**config.mk**
```make
export PLATFORM = sky130hd
export DESIGN_NAME = riscv_test_sequencer
export DESIGN_NICKNAME = d
export VERILOG_FILES = /design/src/rtl/riscv_pkg.sv /design/src/rtl/regfile_checker.sv /design/src/rtl/riscv_test_sequencer.sv
export SDC_FILE = /design/constraint.sdc
export NUM_CORES = 1
export LEC_CHECK = 0
export CORE_ASPECT_RATIO = 0.9
export CORE_MARGIN = 2
export CORE_UTILIZATION = 37
export CTS_CLUSTER_DIAMETER = 200
export DETAILED_ROUTE_END_ITERATION = 12
export HOLD_SLACK_MARGIN = 0.03
export PLACE_DENSITY_LB_ADDON = 0.08
export RECOVER_POWER = 50
export SLEW_MARGIN = 0
export SYNTH_ARGS = -nofsm -noshare
export SYNTH_HDL_FRONTEND = slang
export SYNTH_HIERARCHICAL = 1
export SYNTH_SLANG_ARGS = --single-unit
export TNS_END_PERCENT = 50
```
**constraint.sdc**
```tcl
create_clock -name clk -period 2.6 [get_ports clk]
set_input_delay 0.26 -clock clk [delete_from_list [all_inputs] [get_ports clk]]
set_output_delay 0.26 -clock clk [all_outputs]
set_load 0.05 [all_outputs]
```
**src/rtl/riscv_pkg.sv**
```systemverilog
// Shared types and constants for the single-cycle RISC-V test harness.
package riscv_pkg;

  localparam int unsigned XLEN_DEFAULT = 32;
  localparam int unsigned REG_AW       = 5;

  typedef enum logic [2:0] {
    S_IDLE,
    S_LOAD,
    S_CLEAR,
    S_RST,
    S_RUN,
    S_CHECK,
    S_DONE
  } seq_state_t;

endpackage

```
**src/rtl/regfile_checker.sv**
```systemverilog
// Walks the expected-value table one entry per cycle while enabled,
// comparing the debug register read against it and capturing the first fail.
module regfile_checker
  import riscv_pkg::*;
#(
  parameter int unsigned XLEN       = XLEN_DEFAULT,
  parameter int unsigned NUM_CHECKS = 3,
  parameter int unsigned CA         = 2
) (
  input  logic            clk,
  input  logic            reset,
  input  logic            clear,
  input  logic            check_en,
  input  logic [XLEN-1:0] dbg_rdata,
  input  logic [XLEN-1:0] chk_val,
  output logic [CA-1:0]   chk_idx,
  output logic [CA-1:0]   fail_idx,
  output logic [XLEN-1:0] fail_value,
  output logic            pass,
  output logic            check_done
);

  logic match;
  logic last;

  // Compare the current entry and decide whether this cycle ends the scan.
  always_comb begin
    match      = (dbg_rdata == chk_val);
    last       = (chk_idx == CA'(NUM_CHECKS - 1));
    check_done = check_en && (!match || last);
  end

  // Index counter plus first-mismatch / all-pass capture.
  always_ff @(posedge clk) begin
    if (reset) begin
      chk_idx    <= '0;
      fail_idx   <= '0;
      fail_value <= '0;
      pass       <= 1'b0;
    end else if (clear) begin
      chk_idx    <= '0;
      fail_idx   <= '0;
      fail_value <= '0;
      pass       <= 1'b0;
    end else if (check_en) begin
      chk_idx <= check_done ? '0 : chk_idx + 1'b1;
      if (!match) begin
        fail_idx   <= chk_idx;
        fail_value <= dbg_rdata;
      end else if (last) begin
        pass <= 1'b1;
      end
    end
  end

endmodule

```
**src/rtl/riscv_test_sequencer.sv**
```systemverilog
// Test sequencer for the single-cycle RISC-V core: loads imem from a ROM,
// clears dmem, pulses core reset, runs the core, then scans the register file.
module riscv_test_sequencer
  import riscv_pkg::*;
#(
  parameter int unsigned XLEN         = XLEN_DEFAULT,
  parameter int unsigned IMEM_DEPTH   = 64,
  parameter int unsigned DMEM_DEPTH   = 64,
  parameter int unsigned NUM_CHECKS   = 3,
  parameter int unsigned RESET_CYCLES = 2,
  parameter int unsigned RUN_CYCLES   = 50,
  localparam int unsigned IA = $clog2(IMEM_DEPTH),
  localparam int unsigned DA = $clog2(DMEM_DEPTH),
  localparam int unsigned CA = ($clog2(NUM_CHECKS) > 1) ? $clog2(NUM_CHECKS) : 1,
  localparam int unsigned CW = $clog2(RUN_CYCLES + 1)
) (
  input  logic              clk,
  input  logic              reset,
  input  logic              start,
  output logic [IA-1:0]     prog_addr,
  input  logic [XLEN-1:0]   prog_data,
  output logic              imem_we,
  output logic [IA-1:0]     imem_waddr,
  output logic [XLEN-1:0]   imem_wdata,
  output logic              dmem_we,
  output logic [DA-1:0]     dmem_waddr,
  output logic [XLEN-1:0]   dmem_wdata,
  output logic              core_reset,
  output logic              core_en,
  input  logic              core_halt,
  output logic [CA-1:0]     chk_idx,
  input  logic [REG_AW-1:0] chk_reg,
  input  logic [XLEN-1:0]   chk_val,
  output logic [REG_AW-1:0] dbg_raddr,
  input  logic [XLEN-1:0]   dbg_rdata,
  output logic              busy,
  output logic              done,
  output logic              pass,
  output logic              halted,
  output logic [CA-1:0]     fail_idx,
  output logic [XLEN-1:0]   fail_value,
  output logic [CW-1:0]     cycle_count
);

  localparam int unsigned RW = $clog2(RESET_CYCLES + 1);

  seq_state_t      state_q, state_d;
  logic [DA-1:0]   clr_cnt;
  logic [RW-1:0]   rst_cnt;
  logic            start_ok;
  logic            check_en;
  logic            check_done;
  logic            load_last, clear_last, rst_last, run_last;

  // State register.
  always_ff @(posedge clk) begin
    if (reset) state_q <= S_IDLE;
    else       state_q <= state_d;
  end

  // Next-state logic and state-decoded outputs.
  always_comb begin
    state_d    = state_q;
    load_last  = (prog_addr == IA'(IMEM_DEPTH - 1));
    clear_last = (clr_cnt == DA'(DMEM_DEPTH - 1));
    rst_last   = (rst_cnt == RW'(RESET_CYCLES - 1));
    run_last   = (cycle_count == CW'(RUN_CYCLES - 1));
    start_ok   = start && (state_q == S_IDLE || state_q == S_DONE);
    check_en   = (state_q == S_CHECK);
    core_reset = (state_q == S_IDLE) || (state_q == S_LOAD) ||
                 (state_q == S_CLEAR) || (state_q == S_RST);
    core_en    = (state_q == S_RUN);
    busy       = !((state_q == S_IDLE) || (state_q == S_DONE));
    done       = (state_q == S_DONE);
    dmem_we    = (state_q == S_CLEAR);
    dmem_waddr = clr_cnt;
    dmem_wdata = '0;
    // ROM output is already one cycle late, so it lines up with the registered address.
    imem_wdata = imem_we ? prog_data : '0;
    dbg_raddr  = check_en ? chk_reg : '0;

    unique case (state_q)
      S_IDLE, S_DONE: if (start) state_d = S_LOAD;
      S_LOAD:         if (load_last) state_d = S_CLEAR;
      S_CLEAR:        if (clear_last) state_d = S_RST;
      S_RST:          if (rst_last) state_d = S_RUN;
      S_RUN:          if (core_halt || run_last) state_d = S_CHECK;
      S_CHECK:        if (check_done) state_d = S_DONE;
      default:        state_d = S_IDLE;
    endcase
  end

  // Load pipeline, clear / reset-hold / run counters and halt capture.
  always_ff @(posedge clk) begin
    if (reset) begin
      prog_addr   <= '0;
      imem_we     <= 1'b0;
      imem_waddr  <= '0;
      clr_cnt     <= '0;
      rst_cnt     <= '0;
      cycle_count <= '0;
      halted      <= 1'b0;
    end else begin
      imem_we    <= (state_q == S_LOAD);
      imem_waddr <= prog_addr;

      if (start_ok) prog_addr <= '0;
      else if (state_q == S_LOAD) prog_addr <= load_last ? '0 : prog_addr + 1'b1;

      if (start_ok) clr_cnt <= '0;
      else if (state_q == S_CLEAR) clr_cnt <= clear_last ? '0 : clr_cnt + 1'b1;

      if (start_ok) rst_cnt <= '0;
      else if (state_q == S_RST) rst_cnt <= rst_last ? '0 : rst_cnt + 1'b1;

      if (start_ok) cycle_count <= '0;
      else if (state_q == S_RUN) cycle_count <= cycle_count + 1'b1;

      if (start_ok) halted <= 1'b0;
      else if (state_q == S_RUN && core_halt) halted <= 1'b1;
    end
  end

  regfile_checker #(
    .XLEN       (XLEN),
    .NUM_CHECKS (NUM_CHECKS),
    .CA         (CA)
  ) u_checker (
    .clk        (clk),
    .reset      (reset),
    .clear      (start_ok),
    .check_en   (check_en),
    .dbg_rdata  (dbg_rdata),
    .chk_val    (chk_val),
    .chk_idx    (chk_idx),
    .fail_idx   (fail_idx),
    .fail_value (fail_value),
    .pass       (pass),
    .check_done (check_done)
  );

endmodule

```
# After elaboration in Yosys (flattened, before gate mapping)
# Index checks and enable logic that the tools add are counted.
# totals
inputBits,105
ff_bits,68
wordCells,66
output_inout_bits,137
# op_classes
n_mux,13
n_addsub,5
eq_ne,18
bitwise,1
reduce_logical,17
# op_table
cell,n
equality test 32 bit,1
two-way mux 32 bit,1
adder 6 x 1 -> 6 bit (second input constant),3
equality test 6 bit (second input constant),3
two-way mux 3 bit,6
one-hot mux 3 bit (6 select lines),1
two-way mux 6 bit,2
equality test 3 bit (second input constant),3
!= test 2 bit (second input constant),4
equality test 3 x 2 -> 1 bit (second input constant),2
logical OR 1 bit,6
AND reduction 6 bit,1
two-way mux 5 bit,1
adder 2 x 1 -> 2 bit (second input constant),2
two-way mux 2 bit,2
!= test 2 x 1 -> 1 bit (second input constant),2
OR reduction 2 bit,2
equality test 3 x 1 -> 1 bit (second input constant),1
logical AND 1 bit,3
zero test 3 bit,1
AND reduction 3 bit,1
equality test 2 x 1 -> 1 bit (second input constant),1
equality test 2 bit (second input constant),1
zero test 1 bit,2
2 further kinds,2

# Longest topological paths before layout
# logic_depth
word_depth,6
depth_mapped,10
ltp_nobuf,9

# Modules after synthesis
# Netlist, hierarchy kept.
# by_module_without_submodules
module,n_inst,area_per_inst_um2,cells_per_inst,seq_area_each_um2
riscv_test_sequencer,1,1905.6,234,620.6
regfile_checker,1,1849.3,207,740.7

# Worst setup path after synthesis
# Ideal clock, no wire load.
# synth_path
kind,flip-flop to flip-flop
start,reg state_q[1]
end,"reg clr_cnt[5], in the netlist dmem_waddr[5]"
setup_time_ns,0.070
required_time_ns,2.530
arrival_ns,2.030
path_stages_with_launch,6
setup_slack_ns,0.500
period_less_slack_ns,2.100
n_path_buf,1
path_cell_list,dfxtp_1 buf_6 nor3b_2 nand4_1 or3_1 a21oi_1
# synth_via
word_cells_on_any_way,6
cone_classes,eq/ne (2); reduce/logical (4)
# synth_rtl
item,line,source
"start, declared",riscv_test_sequencer.sv:47,"seq_state_t state_q, state_d;"
"start signal, assigned",riscv_test_sequencer.sv:58,else state_q <= state_d;
equality test 3 x 2 -> 1 bit,n/a,
via dmem_we,riscv_test_sequencer.sv:25,"output logic dmem_we,"
"end signal, assigned",riscv_test_sequencer.sv:111,else if (state_q == S_CLEAR) clr_cnt <= clear_last ? '0 : clr_cnt + 1'b1;
"end, declared",riscv_test_sequencer.sv:48,logic [DA-1:0] clr_cnt;
# The timed path passes the listed nets, and every way through them passes these cells.
# A chain may end at the register's enable or synchronous reset.

# Worst setup path after layout
# layout_path
start,reg state_q[1]
end,out done
# layout_via
elab_chain_len,1
# layout_lines
item,line,source
equality test 3 bit,riscv_test_sequencer.sv:74,done = (state_q == S_DONE);
"end, declared",riscv_test_sequencer.sv:37,"output logic done,"
# No other way between the ends.

==> metrics.md <==
| Metric | Value |
|---|---|
| Vias/cell | `4.635` |
| Seq/Total Area, Yosys | `0.3625` |
| Initial antenna violation count | `0` |
| Max Root-Sink Buffers | `2` |
| Port buffer count | `209` |
| Drt wl/cell | `13.84 µm` |
| Detail Route Antenna Nets | `0` |
| Worst reg2reg startpoint | `state_q[1]$_SDFFE_PP0P_` |
| Reg2Reg Setup Slack | `0.29 ns` |
| Post-Route WL | `10,850 µm` |
| Setup violations, final | `0` |
| Minimum clock period | `2.408 ns` |
| Post-CTS Hold Buffers | `0` |
| Max cap viols | `0` |
| Met2 usage | `0.3289` |
| DIE AREA | `10,970 µm²` |
| Worst-path clk slew | `0.05 ns` |
| Fraction of layout cells with a size suffix above 1 | `0.05471` |
| Startpoint types | `register` |
| Dpl hpwl | `8628 µm` |
| Final period util | `0.9260` |
| Vias in the first global route | `3,345` |
| Num CTS Buffers | `9` |
| Global route total overflow | `0` |
| GRT Total Usage | `0.1942` |
| Launch point of the worst path | `state_q[1]$_SDFFE_PP0P_` |
| Top-Level Pins | `242` |
| Worst Setup End Kind | `primary output` |
| Fill count | `867` |
| Final hold viol count | `0` |
| Area contributors post-synth | `dfxtp_1 (36%), mux2i_1 (9.3%), nand2_1 (8.1%), xnor2_1 (7.9%), buf_4 (6.4%)` |
| Initial Util | `0.3838` |
| Diodes inserted | `0` |
| Router iterations before antenna repair | `4` |
| Yosys top cell by area | `dfxtp_1` |
| Worst Hold End | `rst_cnt[1]$_SDFFE_PP0N_` |
| Yosys top cell area share | `0.3625` |
| Post-synthesis area per instance | `8.514 µm²` |
| Mapped Area | `3755 µm²` |
| DRC | `0` |
| Seq. cell area | `roughly 1400 µm²` |
| F_max | `between 400 and 500 MHz` |
| Yosys warning count | `6` |
| CP Data Required Time | `2.34 ns` |
| Core Util, Final | `0.6315` |
| Least-Margin Pin Slew | `between 0.7 and 0.8 ns` |
| Placer congestion estimate | `~0.84` |
| Slew Viols, Final | `0` |
| Met3 usage | `0.06225` |
| Most used routing layer in global routing | `met2` |
| Met1 usage | `0.2226` |
| # rows | `34` |
| R2R depth | `7` |
| First-pass GRT wire length | `16,560 µm` |
| Critical Path AT | `2.15 ns` |
| Nets | `765` |
| Htree depth | `3` |
| CTS tree | `done` |
| Depth of the worst hold-timing path | `2` |
| Cells after synthesis | `roughly 440` |
| Synth unique cells | `40` |
| Final setup TNS | `0 ns` |
| DR vias | `3,634` |
| PwrDens | `695.4 nW/µm²` |
| Worst Hold Class | `reg2reg` |
| Largest net degree at the start of global routing | `69` |
| Die Ht | `99.57 µm` |
| Reg-to-reg endpoint | `u_checker/fail_value[16]$_SDFFE_PP0P_` |
| Skew-Pair Late Insertion Delay | `0.32 ns` |
| Flops & latches, synth | `68` |
| Worst slew margin | `0.5025` |
| Unrepaired setup endpoints after global routing | `no` |
| Area of the multi-input gates | `2137 µm²` |
| Status | `finished clean` |
| CTS Root Cell | `clkbuf_16` |
| CP max FO | `10` |
| Clock skew | `between 0.005 and 0.006 ns` |
| Clock tree sinks | `68` |
| Core area | `approximately 10000 µm²` |
| Worst IR Drop VDD | `0.0003974 V` |
| Initial DRC Count | `104` |
| Chip Width | `110.2 µm` |
| LEAKAGE | `2.481 nW` |
| Crit Path Class | `reg2out` |
| Min-delay src | `rst_cnt[1]$_SDFFE_PP0N_` |
| Area Growth Syn to Fin | `64.55%` |
## synthesized netlist by cell type, drive strengths merged
cell type,n
nand3,3
nor2b,9
nand4,14
mux2i,35
xor2,9
and2,34
conb,1
buf,38
o21ai,6
and3,7
dfxtp,68
or2,2
xnor2,34
a31oi,4
or4,1
a32oi,1
and3b,1
nor2,25
nor4,2
a211oi,1
a21oi,12
a21boi,1
ha,7
and4,1
a311oi,4
a41oi,2
o21a,2
inv,10
nand2,81
clkbuf,13
or3,3
nor3b,2
nor3,8
## flip-flops by register name (all words and copies together) (netlist names)
signal                cells
u_checker/fail_value     32
cycle_count               6
dmem_waddr                6
imem_waddr                6
prog_addr                 6
state_q                   3
rst_cnt                   2
u_checker/chk_idx         2
u_checker/fail_idx        2
halted                    1
imem_we                   1
u_checker/pass            1
## stage by stage
step                hold slack, ns  power, W  worst slack, ns  cell area, µm²  cells
floorplan                   0.3368  0.002461           0.5004            3871    472
global placement            0.4285  0.003031          0.02731            5888    768
detailed placement          0.4275  0.003054          0.01132            5888    768
CTS                         0.4355  0.004384         0.006936            6215    784
global route                0.4706  0.004506          0.07504            6178    784
finish                      0.4363  0.004297           0.1924            6178    784
## critical path: stages (launching register included)
cell and delay [ns]:
dfxtp_1 0.59, inv_1 0.18, nor3_1 0.21, clkdlybuf4s50_1 0.84
## placed cells by master (no fill, tap or decap), types with 11 or more instances in the layout
master,instances
xnor2_1,34
dlygate4sd3_1,64
a21oi_1,11
nand4_1,14
conb_1,32
dfxtp_1,68
nand2_1,81
and2_1,34
mux2i_1,35
clkdlybuf4s50_1,139
nor2_1,24
## metal layers
| layer | up-vias | share of wire |
|---|---|---|
| met3 | 20 | 0.084 |
| li1 | 1832 | - |
| met1 | 1647 | 0.40 |
| met2 | 135 | 0.49 |
| met5 | - | 0 |
| met4 | 0 | 0.025 |
## cell type report
class,count,area share
clock buffer,10,0.03868
clock inverter,6,0.01418
inverter,10,0.006075
multi-input combinational,343,0.3459
sequential,68,0.2203
tap,126,0.02552
timing repair buffer,221,0.3493
## how the worst max path moves through the flow
stage                                           end  slack, ns  cells after the start
5_1_grt        u_checker/fail_value[5]$_SDFFE_PP0P_       0.08                      7
3_5_place_dp                state_q[1]$_SDFFE_PP0P_       0.01                     10
4_1_cts                                  core_reset      0.007                      4
2_1_floorplan            dmem_waddr[5]$_SDFFE_PP0P_       0.50                      5
3_3_place_gp                state_q[1]$_SDFFE_PP0P_       0.03                     10
6_report                                       done       0.19                      3
## power breakdown
part	total, W	switching (W)	leakage [nW]	internal, W
sequential	0.00121	0.0000952	0.549	0.00111
clock	0.00131	0.000447	0.162	0.000865
combinational	0.00178	0.00114	1.77	0.000635
## cells by family (layout without fill, tap and decap cells)
logic type / count (synthesis) / after routing / synth area share
AND/OR/NAND/NOR: 193 / 193 / 0.2586
flip-flops: 68 / 68 / 0.3625
buffers and inverters: 61 / 247 / 0.1033
XOR/XNOR: 43 / 43 / 0.1003
multiplexers: 35 / 35 / 0.09330
AO/OA/AOI/OAI: 33 / 33 / 0.05765
adder cells (fa/ha/maj): 7 / 7 / 0.02332
other: 1 / 32 / 0.0009987
## what timing repair did
action,CTS,global route
endpoints found under the setup margin,0,1
gates resized for setup,0,1
setup buffers,0,0
Note: power is estimated with default switching activity, not from simulation.
